[src/rtl/noise_src_pkg.sv]
// Shared types and helpers for the noise_src stimulus generator:
// FSM encoding, Galois LFSR polynomial, 8-step advance and 8-bit saturation.
package noise_src_pkg;

    typedef enum logic [1:0] {
        IDLE,
        RUN,
        FLUSH,
        DONE
    } state_t;

    localparam logic [31:0] LFSR_POLY = 32'h80200003;

    // Right-shifting Galois LFSR: feedback from bit 0 XORs the polynomial mask.
    function automatic logic [31:0] lfsr_step8(input logic [31:0] s);
        logic [31:0] r;
        r = s;
        for (int unsigned i = 0; i < 8; i++) begin
            r = (r >> 1) ^ (r[0] ? LFSR_POLY : '0);
        end
        return r;
    endfunction

    function automatic logic signed [7:0] sat8(input logic signed [9:0] x);
        if (x > 10'sd127) begin
            return 8'h7F;
        end else if (x < -10'sd128) begin
            return 8'h80;
        end else begin
            return x[7:0];
        end
    endfunction

endpackage

[src/rtl/noise_lfsr.sv]
// 32-bit Galois LFSR register: synchronous load of a seed, or an 8-step
// advance per cycle when adv is high.
module noise_lfsr
    import noise_src_pkg::*;
#(
    parameter logic [31:0] RST_VAL = 32'h00000001
) (
    input  logic        clk,
    input  logic        rst,
    input  logic        load,
    input  logic [31:0] seed,
    input  logic        adv,
    output logic [31:0] state
);

    always_ff @(posedge clk or posedge rst) begin
        if (rst) begin
            state <= RST_VAL;
        end else if (load) begin
            state <= seed;
        end else if (adv) begin
            state <= lfsr_step8(state);
        end
    end

endmodule

[src/rtl/noise_src.sv]
// Pseudo-random, approximately Gaussian signed 8-bit sample source: emits NVL
// samples per start request through a two-stage sum/saturate pipeline.
module noise_src
    import noise_src_pkg::*;
#(
    parameter int unsigned NVL  = 10000,
    parameter logic [31:0] SEED = 32'hACE12468
) (
    input  logic              clk,
    input  logic              rst,
    input  logic              start_i,
    input  logic              stall_i,
    output logic signed [7:0] data_o,
    output logic              valid_o,
    output logic              busy_o,
    output logic              done_o
);

    localparam int unsigned   CW       = $clog2(NVL + 1);
    localparam logic [31:0]   SEED_EFF = (SEED == 32'h0) ? 32'h00000001 : SEED;
    localparam logic [CW-1:0] LAST     = CW'(NVL - 1);

    state_t             state, state_nx;
    logic               load, issue;
    logic [CW-1:0]      cnt;
    logic [31:0]        lfsr;
    logic [9:0]         sum10;
    logic signed [9:0]  s1;
    logic               v1;

    noise_lfsr #(
        .RST_VAL(SEED_EFF)
    ) u_lfsr (
        .clk  (clk),
        .rst  (rst),
        .load (load),
        .seed (SEED_EFF),
        .adv  (issue),
        .state(lfsr)
    );

    always_comb begin
        state_nx = state;
        load     = 1'b0;
        issue    = 1'b0;
        case (state)
            IDLE: begin
                if (start_i) begin
                    state_nx = RUN;
                    load     = 1'b1;
                end
            end
            RUN: begin
                if (!stall_i) begin
                    issue = 1'b1;
                    if (cnt == LAST) begin
                        state_nx = FLUSH;
                    end
                end
            end
            FLUSH: begin
                if (v1) begin
                    state_nx = DONE;
                end
            end
            DONE:    state_nx = IDLE;
            default: state_nx = IDLE;
        endcase
    end

    always_comb begin
        sum10 = {{2{lfsr[31]}}, lfsr[31:24]} + {{2{lfsr[23]}}, lfsr[23:16]}
              + {{2{lfsr[15]}}, lfsr[15:8]}  + {{2{lfsr[7]}},  lfsr[7:0]};
    end

    always_ff @(posedge clk or posedge rst) begin
        if (rst) begin
            state <= IDLE;
            cnt   <= '0;
        end else begin
            state <= state_nx;
            if (load) begin
                cnt <= '0;
            end else if (issue) begin
                cnt <= cnt + CW'(1);
            end
        end
    end

    always_ff @(posedge clk or posedge rst) begin
        if (rst) begin
            s1 <= '0;
            v1 <= 1'b0;
        end else begin
            v1 <= issue;
            if (issue) begin
                s1 <= sum10;
            end
        end
    end

    // busy/done are registered from the FSM so they line up with the
    // two-stage data path: busy covers every valid cycle, done follows the last.
    always_ff @(posedge clk or posedge rst) begin
        if (rst) begin
            data_o  <= '0;
            valid_o <= 1'b0;
            busy_o  <= 1'b0;
            done_o  <= 1'b0;
        end else begin
            valid_o <= v1;
            if (v1) begin
                data_o <= sat8(s1 >>> 1);
            end
            busy_o <= (state_nx == RUN) || (state_nx == FLUSH) || (state_nx == DONE);
            done_o <= (state == DONE);
        end
    end

endmodule

[config.mk]
export PLATFORM = sky130hd
export DESIGN_NAME = noise_src
export DESIGN_NICKNAME = d
export VERILOG_FILES = /design/src/rtl/noise_src_pkg.sv /design/src/rtl/noise_lfsr.sv /design/src/rtl/noise_src.sv
export SDC_FILE = /design/constraint.sdc
export NUM_CORES = 1
export LEC_CHECK = 0
export BUFFER_PORTS_ARGS = -buffer_cell sky130_fd_sc_hd__buf_2
export CAP_MARGIN = 0
export CORE_ASPECT_RATIO = 0.6
export CORE_UTILIZATION = 45
export DETAILED_ROUTE_END_ITERATION = 6
export PLACE_DENSITY = 0.6
export SLEW_MARGIN = 25
export SYNTH_ARGS = -nofsm -noshare
export SYNTH_HDL_FRONTEND = slang
export SYNTH_HIERARCHICAL = 1
export SYNTH_SLANG_ARGS = --single-unit
export TNS_END_PERCENT = 1
[constraint.sdc]
create_clock -name clk -period 3.3 [get_ports clk]
set_input_delay 0.495 -clock clk [delete_from_list [all_inputs] [get_ports clk]]
set_output_delay 0.495 -clock clk [all_outputs]
set_load 0.02 [all_outputs]
==> results of run 1 <==
[area by class of cell]
cell class	count	area [µm²]
clock inverter	7	90.1
fill	791	3930
timing repair buffer	22	143
inverter	53	199
clock buffer	9	225
sequential	69	1740
tap	112	140
multi-input combinational	313	2210
[state kept, by name, summed over array words and instances, names as in the netlist]
signal / flops
busy_o: 1
cnt: 14
data_o: 8
done_o: 1
s1: 9
state: 2
u_lfsr/state: 32
v1: 1
valid_o: 1
[what timing repair did]
item | 4_1_cts | 5_1_grt
setup endpoints to repair | 0 | 1
buffers inserted | 0 | 0
resized for setup | 0 | 1
[cells in the final DEF (no fill, tap or decap), types with 2 or more instances in the layout]
master,netlist,routed
sky130_fd_sc_hd__a211oi_1,5,5
sky130_fd_sc_hd__a21o_1,4,4
sky130_fd_sc_hd__a21oi_1,5,5
sky130_fd_sc_hd__and2_1,3,3
sky130_fd_sc_hd__buf_2,0,14
sky130_fd_sc_hd__buf_4,1,7
sky130_fd_sc_hd__bufinv_16,0,2
sky130_fd_sc_hd__clkbuf_16,0,9
sky130_fd_sc_hd__clkinv_2,0,3
sky130_fd_sc_hd__clkinvlp_4,0,2
sky130_fd_sc_hd__conb_1,2,32
sky130_fd_sc_hd__dfrtp_1,56,55
sky130_fd_sc_hd__dfstp_2,13,13
sky130_fd_sc_hd__fa_1,17,17
sky130_fd_sc_hd__ha_1,9,9
sky130_fd_sc_hd__inv_1,53,52
sky130_fd_sc_hd__mux2_2,3,3
sky130_fd_sc_hd__mux2i_1,22,22
sky130_fd_sc_hd__nand2_1,52,52
sky130_fd_sc_hd__nand2b_1,2,2
sky130_fd_sc_hd__nand3_1,2,2
sky130_fd_sc_hd__nand3b_1,3,3
sky130_fd_sc_hd__nand4_1,3,3
sky130_fd_sc_hd__nand4b_1,2,2
sky130_fd_sc_hd__nor2_1,20,20
sky130_fd_sc_hd__nor2b_1,2,2
sky130_fd_sc_hd__nor3_1,5,5
sky130_fd_sc_hd__nor3b_1,4,3
sky130_fd_sc_hd__nor4b_1,3,3
sky130_fd_sc_hd__o211ai_1,7,7
sky130_fd_sc_hd__o21a_1,5,5
sky130_fd_sc_hd__o21ai_0,49,49
sky130_fd_sc_hd__o22ai_1,3,3
sky130_fd_sc_hd__xnor2_1,21,21
sky130_fd_sc_hd__xor2_1,15,15
[worst max-delay path by stage]
| stage | depth (start not counted) | slack (ns) | to | from |
|---|---|---|---|---|
| 3_3_place_gp | 10 | 0.21 | s1[8] | u_lfsr/state[10] |
| 5_1_grt | 10 | 0.007 | s1[8] | u_lfsr/state[10] |
| 4_1_cts | 10 | 0.16 | s1[8] | u_lfsr/state[10] |
| 6_report | 10 | 0.11 | s1[8] | u_lfsr/state[10] |
| 3_5_place_dp | 10 | 0.16 | s1[8] | u_lfsr/state[10] |
| 2_1_floorplan | 10 | 0.32 | s1[7] | u_lfsr/state[3] |
[stage by stage]
stage | setup WS (ns) | hold WS (ns) | cell area (µm²) | util
2_1_floorplan | 0.320 | 0.446 | 4230 | -
3_3_place_gp | 0.212 | 0.464 | 4440 | 0.511
3_5_place_dp | 0.160 | 0.484 | 4440 | 0.511
4_1_cts | 0.159 | 0.278 | 4750 | 0.547
5_1_grt | 0.00740 | 0.314 | 4750 | 0.547
6_report | 0.112 | 0.263 | 4750 | 0.547
[worst max-delay path, delay by kind of cell, from the launching register on]
family                   cells  cell delay (ns)
buffers and inverters        2             0.11
flip-flops                   1             0.53
adder cells (fa/ha/maj)      3             1.34
XOR/XNOR                     1             0.16
AO/OA/AOI/OAI                4             0.93
[layer usage]
layer	vias up	wire length, µm	share of wire
met5	-	0	0
met4	0	15	0.0019
li1	1454	-	-
met1	1324	4460	0.56
met2	30	3180	0.40
met3	2	265	0.033
[cells by family (layout without fill, tap and decap cells)]
logic type      count (synthesis)  in the layout  synth area share
mux                            25             25            0.0617
simple gates                  109            109             0.132
other cells                     2             32           0.00182
xor+xnor                       38             38            0.0863
buf+inv                        72             91            0.0683
fa+ha+maj                      26             26             0.110
flops                          69             69             0.423
compound gates                 83             83             0.117
==> parameters.txt, run 1 <==
Parameter                              Value

Setup path
  Worst setup path category ... reg -> reg
  Maximum fanout along the worst path ... 3
  Reg2reg setup slack ... 0.11 ns
  Cells along the critical path ... inv_1, fa_1, fa_1, inv_1, ha_1, a211oi_1, o21ai_0, a31oi_1, xor2_1, o21ai_0
  Reg-to-reg critical path startpoint ... u_lfsr/state[10]
  CP Launch Type ... register
  Logic depth of the worst register-to-register path ... 10
  Critical path's largest stage delay ... between 0.5 and 0.6 ns
  Required arrival time at the worst endpoint ... between 3 and 4 ns
  CP Capture Type ... register
  Reg-to-reg critical path endpoint ... s1[8]
  Library cell contributing the largest single delay on the critical path ... sky130_fd_sc_hd__fa_1
  Arr. time, crit path ... between 3 and 4 ns

Yosys
  Top post-synthesis cells by area ... sky130_fd_sc_hd__dfrtp_1 (34%), sky130_fd_sc_hd__dfstp_2 (8.3%), sky130_fd_sc_hd__fa_1 (8.3%)
  Area share of the leading cell type in the synthesized netlist ... 0.340
  EDFF count, synth ... 0
  Mean instance size in the synthesized netlist ... slightly below 10 µm²
  Most common library cells after synthesis ... sky130_fd_sc_hd__dfrtp_1 (56), sky130_fd_sc_hd__inv_1 (53), sky130_fd_sc_hd__nand2_1 (52)
  Seq cells post-synth ... 69
  Biggest area consumer among synthesized cells ... sky130_fd_sc_hd__dfrtp_1
  Leading cell type by number of instances after synthesis ... sky130_fd_sc_hd__dfrtp_1
  Gate count of the mapped netlist ... ~420
  Distinct cell type count of the synthesized netlist ... between 40 and 50
  Count of yosys warnings during synthesis ... 6
  Main flop type after synthesis ... sky130_fd_sc_hd__dfrtp_1
  Sequential element share of the synthesized area ... 0.423
  Async set or reset register ratio after synthesis ... 1.00
  Total standard cell area after synthesis ... about 0.0041 mm²

Drt
  Total Routed Length ... around 8 mm
  Number of vias per cell ... 4.80
  DRC violation total after the first TritonRoute iteration ... roughly 130
  Iteration count of the initial detailed-routing pass ... 6
  Detailed-route wire length per cell ... between 10 and 15 µm
  Post-detailed-route count of antenna-violating nets ... 0
  Post-detailed-route DRC marker count ... 1
  Via count of the routed design ... around 2800

Clocking
  Clock tree from TritonCTS ... done
  CTS HTree Levels ... 3
  Root Driver ... sky130_fd_sc_hd__clkbuf_16
  # clock sinks ... 69
  Total clock buffers created by CTS ... 9
  Post-CTS clock slew at the launch and capture registers of the worst setup and hold paths ... about 0.06 ns
  Cts-stage hold buffer count ... 0
  Clock latency of the later-clocked register in the worst-skew pair ... approximately 0.33 ns
  Maximum clock path buffer count ... 2

Cells and area
  ANT cells ... 0
  Nets ... 498
  Layout overhead on the synthesized area ... 15.4%
  Number of cells in the finished layout apart from fillers ... approximately 600
  Layout cells sized above 1 ... 0.129

Min path
  Hold WC Path Type ... in -> async

Global routing
  Overflow after GRT ... 0
  First-pass GRT wire length ... about 14 mm
  Met2 demand-to-capacity share in global routing ... 0.242
  Met3 GRT Util ... 0.0527
  Via count of the first global-routing pass ... between 2000 and 3000
  Layer with the highest usage ... met1
  Antenna violations before repair ... 0
  Grt met1 use ... 0.297
  Global-route total usage across every layer ... 0.188
  Pin count of the biggest net entering global routing ... between 80 and 90

Timing
  Max_slew headroom ... 0.557
  Fin. max-slew vios ... 0
  Total count of hold-check failures in the final report ... 0
  Worst-margin pin slew ... 0.660 ns
  Peak clock frequency supported by timing ... about 0.31 GHz
  Setup TNS ... 0 ns
  Final number of setup-violating endpoints ... 0
  Setup Skew ... 0.00528 ns
  Post-route minimum period ... approximately 3.2 ns
  Final Cycle Share ... 0.966
  RSZ-0062 raised after global routing ... false

Floorplanning
  Starting Density ... 0.474
  Die H ... between 70 and 80 µm
  Die X-Extent ... about 130 µm
  Die outline area ... between 0.009 and 0.01 mm²
  Row count ... 26
  Number of top-level pins ... 15
  Placeable Area ... between 0.008 and 0.009 mm²

Status
  Violated checks ... DRC
  Result of the run ... complete, but fails checks

Place
  Last weighted congestion value of the routability-driven placer ... roughly 0.82
  Detailed placement HPWL ... 5.59 mm
  Placed Cells incl. Taps ... between 500 and 600
  Port buffer count ... 14

Job
  Number of max-capacitance violations reported ... 0
Power of run 1 is not shown: default switching activity piles up to over one toggle a cycle in this logic, so the estimate is an artifact.
==> run 2, diff against run 1 <==
--- a/config.mk
+++ b/config.mk
@@ -5,6 +5,7 @@
 export SDC_FILE = /design/constraint.sdc
 export NUM_CORES = 1
 export LEC_CHECK = 0
+export ABC_AREA = 1
 export BUFFER_PORTS_ARGS = -buffer_cell sky130_fd_sc_hd__buf_2
 export CAP_MARGIN = 0
 export CORE_ASPECT_RATIO = 0.6
==> constraint.sdc (replaced) <==
create_clock -name clk -period 3.1 [get_ports clk]
set_input_delay 0.465 -clock clk [delete_from_list [all_inputs] [get_ports clk]]
set_output_delay 0.465 -clock clk [all_outputs]
set_load 0.02 [all_outputs]
==> run 2 against run 1 <==
- the run now ends clean
- via count rose by 25%
- non-clock buffer count fell by 1
- global-route usage rose by 3.0 points
- setup slack improved by 0.095 ns
- clock-buffer cell count rose by 1
- critical endpoint is now s1[7]
- die area rose by 5.1%
- design area rose by 4.6%
- maximum frequency rose by 10%
- sequential share of layout area fell by 1.6 points
- critical path depth rose by 4
- synthesized cell count rose by 27%
==> parameters.txt, run 2 <==
Parameter                              Value

Timing
  RSZ-0062 raised after global routing ... false
  Final Cycle Share ... 0.933 (-0.0328)
  Setup TNS ... 0 ns (unchanged)
  Total count of hold-check failures in the final report ... 0 (unchanged)
  Final number of setup-violating endpoints ... 0 (unchanged)
  Worst-margin pin slew ... 0.733 ns (+0.0725 ns)
  Post-route minimum period ... 2.89 ns (-0.295 ns)
  Peak clock frequency supported by timing ... 0.346 GHz (+10%)
  Max_slew headroom ... 0.511 (-0.0457)
  Fin. max-slew vios ... 0 (unchanged)
  Setup Skew ... 0.00371 ns (-0.00158 ns)

Clocking
  # resized after CTS ... 0 (unchanged)
  Root Driver ... sky130_fd_sc_hd__clkbuf_16
  # clock sinks ... 69 (unchanged)
  Number of setup buffers added after CTS ... 0 (unchanged)
  Clock tree from TritonCTS ... done
  Clock latency of the later-clocked register in the worst-skew pair ... 0.34 ns (about the same)
  Cts-stage hold buffer count ... 0 (unchanged)
  Total clock buffers created by CTS ... 9 (unchanged)
  Maximum clock path buffer count ... 2 (unchanged)
  Post-CTS clock slew at the launch and capture registers of the worst setup and hold paths ... 0.06 ns (about the same)
  CTS HTree Levels ... 3 (unchanged)

Yosys
  Gate count of the mapped netlist ... 538 (+27%)
  Mean instance size in the synthesized netlist ... 8.05 µm² (-17%)
  Seq cells post-synth ... 69 (unchanged)
  EDFF count, synth ... 0 (unchanged)
  Total standard cell area after synthesis ... 0.00433 mm² (+5.2%)
  Main flop type after synthesis ... sky130_fd_sc_hd__dfrtp_1
  Sequential element share of the synthesized area ... 0.402 (-0.0209)
  Area share of the leading cell type in the synthesized netlist ... 0.323 (-0.0168)
  Count of yosys warnings during synthesis ... 6 (unchanged)
  Top post-synthesis cells by area ... sky130_fd_sc_hd__dfrtp_1 (32%), sky130_fd_sc_hd__nand2_1 (13%), sky130_fd_sc_hd__inv_1 (8.7%)
  Distinct cell type count of the synthesized netlist ... 37 (-23%)
  Biggest area consumer among synthesized cells ... sky130_fd_sc_hd__dfrtp_1
  Most common library cells after synthesis ... sky130_fd_sc_hd__nand2_1 (149), sky130_fd_sc_hd__inv_1 (100), sky130_fd_sc_hd__dfrtp_1 (56)
  Leading cell type by number of instances after synthesis ... sky130_fd_sc_hd__nand2_1
  Async set or reset register ratio after synthesis ... 1.00 (unchanged)

Global routing
  Via count of the first global-routing pass ... 3368 (+26%)
  Antenna violations before repair ... 0 (unchanged)
  First-pass GRT wire length ... 16.6 mm (+20%)
  Pin count of the biggest net entering global routing ... 38 (-54%)
  Global-route total usage across every layer ... 0.218 (+0.0297)
  Overflow after GRT ... 0 (unchanged)

Setup path
  Worst setup path category ... reg -> reg
  Arr. time, crit path ... 3.13 ns (-0.27 ns)
  Reg2reg setup slack ... 0.21 ns (+0.10 ns)
  Logic depth of the worst register-to-register path ... 14 (+4)
  CP Launch Type ... register
  Required arrival time at the worst endpoint ... 3.33 ns (-0.18 ns)
  CP Capture Type ... register
  Reg-to-reg critical path startpoint ... u_lfsr/state[1]
  Maximum fanout along the worst path ... 3 (unchanged)
  Reg-to-reg critical path endpoint ... s1[7]

Place
  Port buffer count ... 14 (unchanged)
  Detailed placement HPWL ... 6.99 mm (+25%)
  Last weighted congestion value of the routability-driven placer ... 0.858 (+4.5%)

Min path
  Hold WC Path Type ... in -> async

Cells and area
  Area taken by multi-input logic gates ... 0.00225 mm² (+1.7%)
  ANT cells ... 0 (unchanged)
  Layout cells sized above 1 ... 0.133 (+0.00448)
  Layout overhead on the synthesized area ... 14.7%
  Layout filler cell count ... 913 (+15%)
  Flip-flop count of the largest register after layout ... 32 (unchanged)
  Largest Register ... u_lfsr/state
  Area taken by flip-flops and latches ... 0.00174 mm² (about the same)
  Top Registers ... u_lfsr/state (32), cnt (14), s1 (9)
  Highest-count cells in the layout ignoring fill and taps ... sky130_fd_sc_hd__nand2_1 (149), sky130_fd_sc_hd__inv_1 (100), sky130_fd_sc_hd__dfrtp_1 (56)
  Nets ... 617 (+24%)
  Most common cell after layout, fill and taps aside ... sky130_fd_sc_hd__nand2_1

Floorplanning
  Row count ... 27 (+3.8%)
  Die X-Extent ... 129 µm (+2.5%)
  Number of top-level pins ... 15 (unchanged)
  Die H ... 78.0 µm (+2.5%)
  Starting Density ... 0.468 (-0.00612)
  Die outline area ... 0.0100 mm² (+5.1%)
  Placeable Area ... 0.00926 mm² (+6.6%)

Drt
  Via count of the routed design ... 3514 (+25%)
  Top routing layer in use ... met4
  Met2 wire len ... 3.74 mm (+18%)
  Post-detailed-route count of antenna-violating nets ... 0 (unchanged)
  Wire length on met1 ... 5.37 mm (+20%)
  Length of routed met3 wiring ... 445 µm (+68%)
  Iteration count of the initial detailed-routing pass ... 6 (unchanged)
  DRC violation total after the first TritonRoute iteration ... 173 (+29%)
  Total Routed Length ... 9.65 mm (+22%)
  Post-detailed-route DRC marker count ... 0 (-1)
  Detailed-route wire length per cell ... 13.4 µm (-1.2%)
  Number of vias per cell ... 4.87 (+1.3%)

Status
  Result of the run ... complete, no violations

Job
  Number of max-capacitance violations reported ... 0 (unchanged)
==> run 2: changes by cell type after synthesis, moves of 9 or more <==
cell	change
sky130_fd_sc_hd__a21oi_1	+10
sky130_fd_sc_hd__clkbuf_1	-9
sky130_fd_sc_hd__inv_1	+47
sky130_fd_sc_hd__mux2i_1	-21
sky130_fd_sc_hd__nand2_1	+97
sky130_fd_sc_hd__nand2_2	+13
sky130_fd_sc_hd__nand3_1	+31
sky130_fd_sc_hd__nor2_1	+11
sky130_fd_sc_hd__o21ai_0	-38
sky130_fd_sc_hd__o221ai_1	+12
sky130_fd_sc_hd__xnor2_1	-17
==> run 2: worst max-delay path: stages (launching register included) <==
cell	delay, ns
sky130_fd_sc_hd__dfrtp_1	0.35
sky130_fd_sc_hd__inv_1	0.06
sky130_fd_sc_hd__fa_1	0.53
sky130_fd_sc_hd__inv_1	0.05
sky130_fd_sc_hd__fa_1	0.51
sky130_fd_sc_hd__ha_1	0.18
sky130_fd_sc_hd__inv_1	0.06
sky130_fd_sc_hd__fa_1	0.40
sky130_fd_sc_hd__nand3b_1	0.18
sky130_fd_sc_hd__nand2_1	0.15
sky130_fd_sc_hd__nand2_1	0.09
sky130_fd_sc_hd__nand2_1	0.06
sky130_fd_sc_hd__nand2_1	0.04
sky130_fd_sc_hd__nand3_1	0.06
sky130_fd_sc_hd__nand2_1	0.05
==> run 2: per-stage QoR <==
stage	utilization	hold slack, ns	std cells	cell area [µm²]	setup slack (ns)
CTS	0.537	0.245	722	4970	0.210
detailed placement	0.504	0.462	706	4660	0.236
floorplan	-	0.349	568	4450	0.422
global placement	0.504	0.469	706	4660	0.299
global route	0.537	0.265	722	4970	0.00434
finish	0.537	0.233	722	4970	0.207
==> run 2: kinds of logic (layout without fill, tap and decap cells) <==
group / after synthesis / in the layout / share of synthesized area
compound gates: 60 / 60 / 0.0921
xor+xnor: 16 / 16 / 0.0393
fa+ha+maj: 26 / 26 / 0.105
buf+inv: 115 / 139 / 0.105
flops: 69 / 69 / 0.402
mux: 1 / 1 / 0.00231
other cells: 2 / 32 / 0.00173
simple gates: 249 / 249 / 0.253
==> run 2: cell type report <==
| cell class | count | area share |
|---|---|---|
| Clock buffer | 10 | 0.0481 |
| Inverter | 102 | 0.0770 |
| Timing Repair Buffer | 21 | 0.0247 |
| Multi-Input combinational cell | 384 | 0.453 |
| Clock inverter | 6 | 0.0143 |
| Sequential cell | 69 | 0.351 |
| Tap cell | 130 | 0.0327 |
==> run 2: worst max path at each step <==
stage,slack (ns),startpoint,end
2_1_floorplan,0.42,u_lfsr/state[1],s1[9]
3_3_place_gp,0.30,u_lfsr/state[0],s1[9]
3_5_place_dp,0.24,u_lfsr/state[9],s1[7]
4_1_cts,0.21,u_lfsr/state[9],s1[7]
5_1_grt,0.004,u_lfsr/state[1],s1[7]
6_report,0.21,u_lfsr/state[1],s1[7]
==> run 2: layer usage <==
metal,global-route usage,up-vias
met5,0,-
met4,0.0600,0
met3,0.0455,7
met2,0.297,67
met1,0.341,1677
li1,-,1763
Power of run 2 is left out for the same reason.
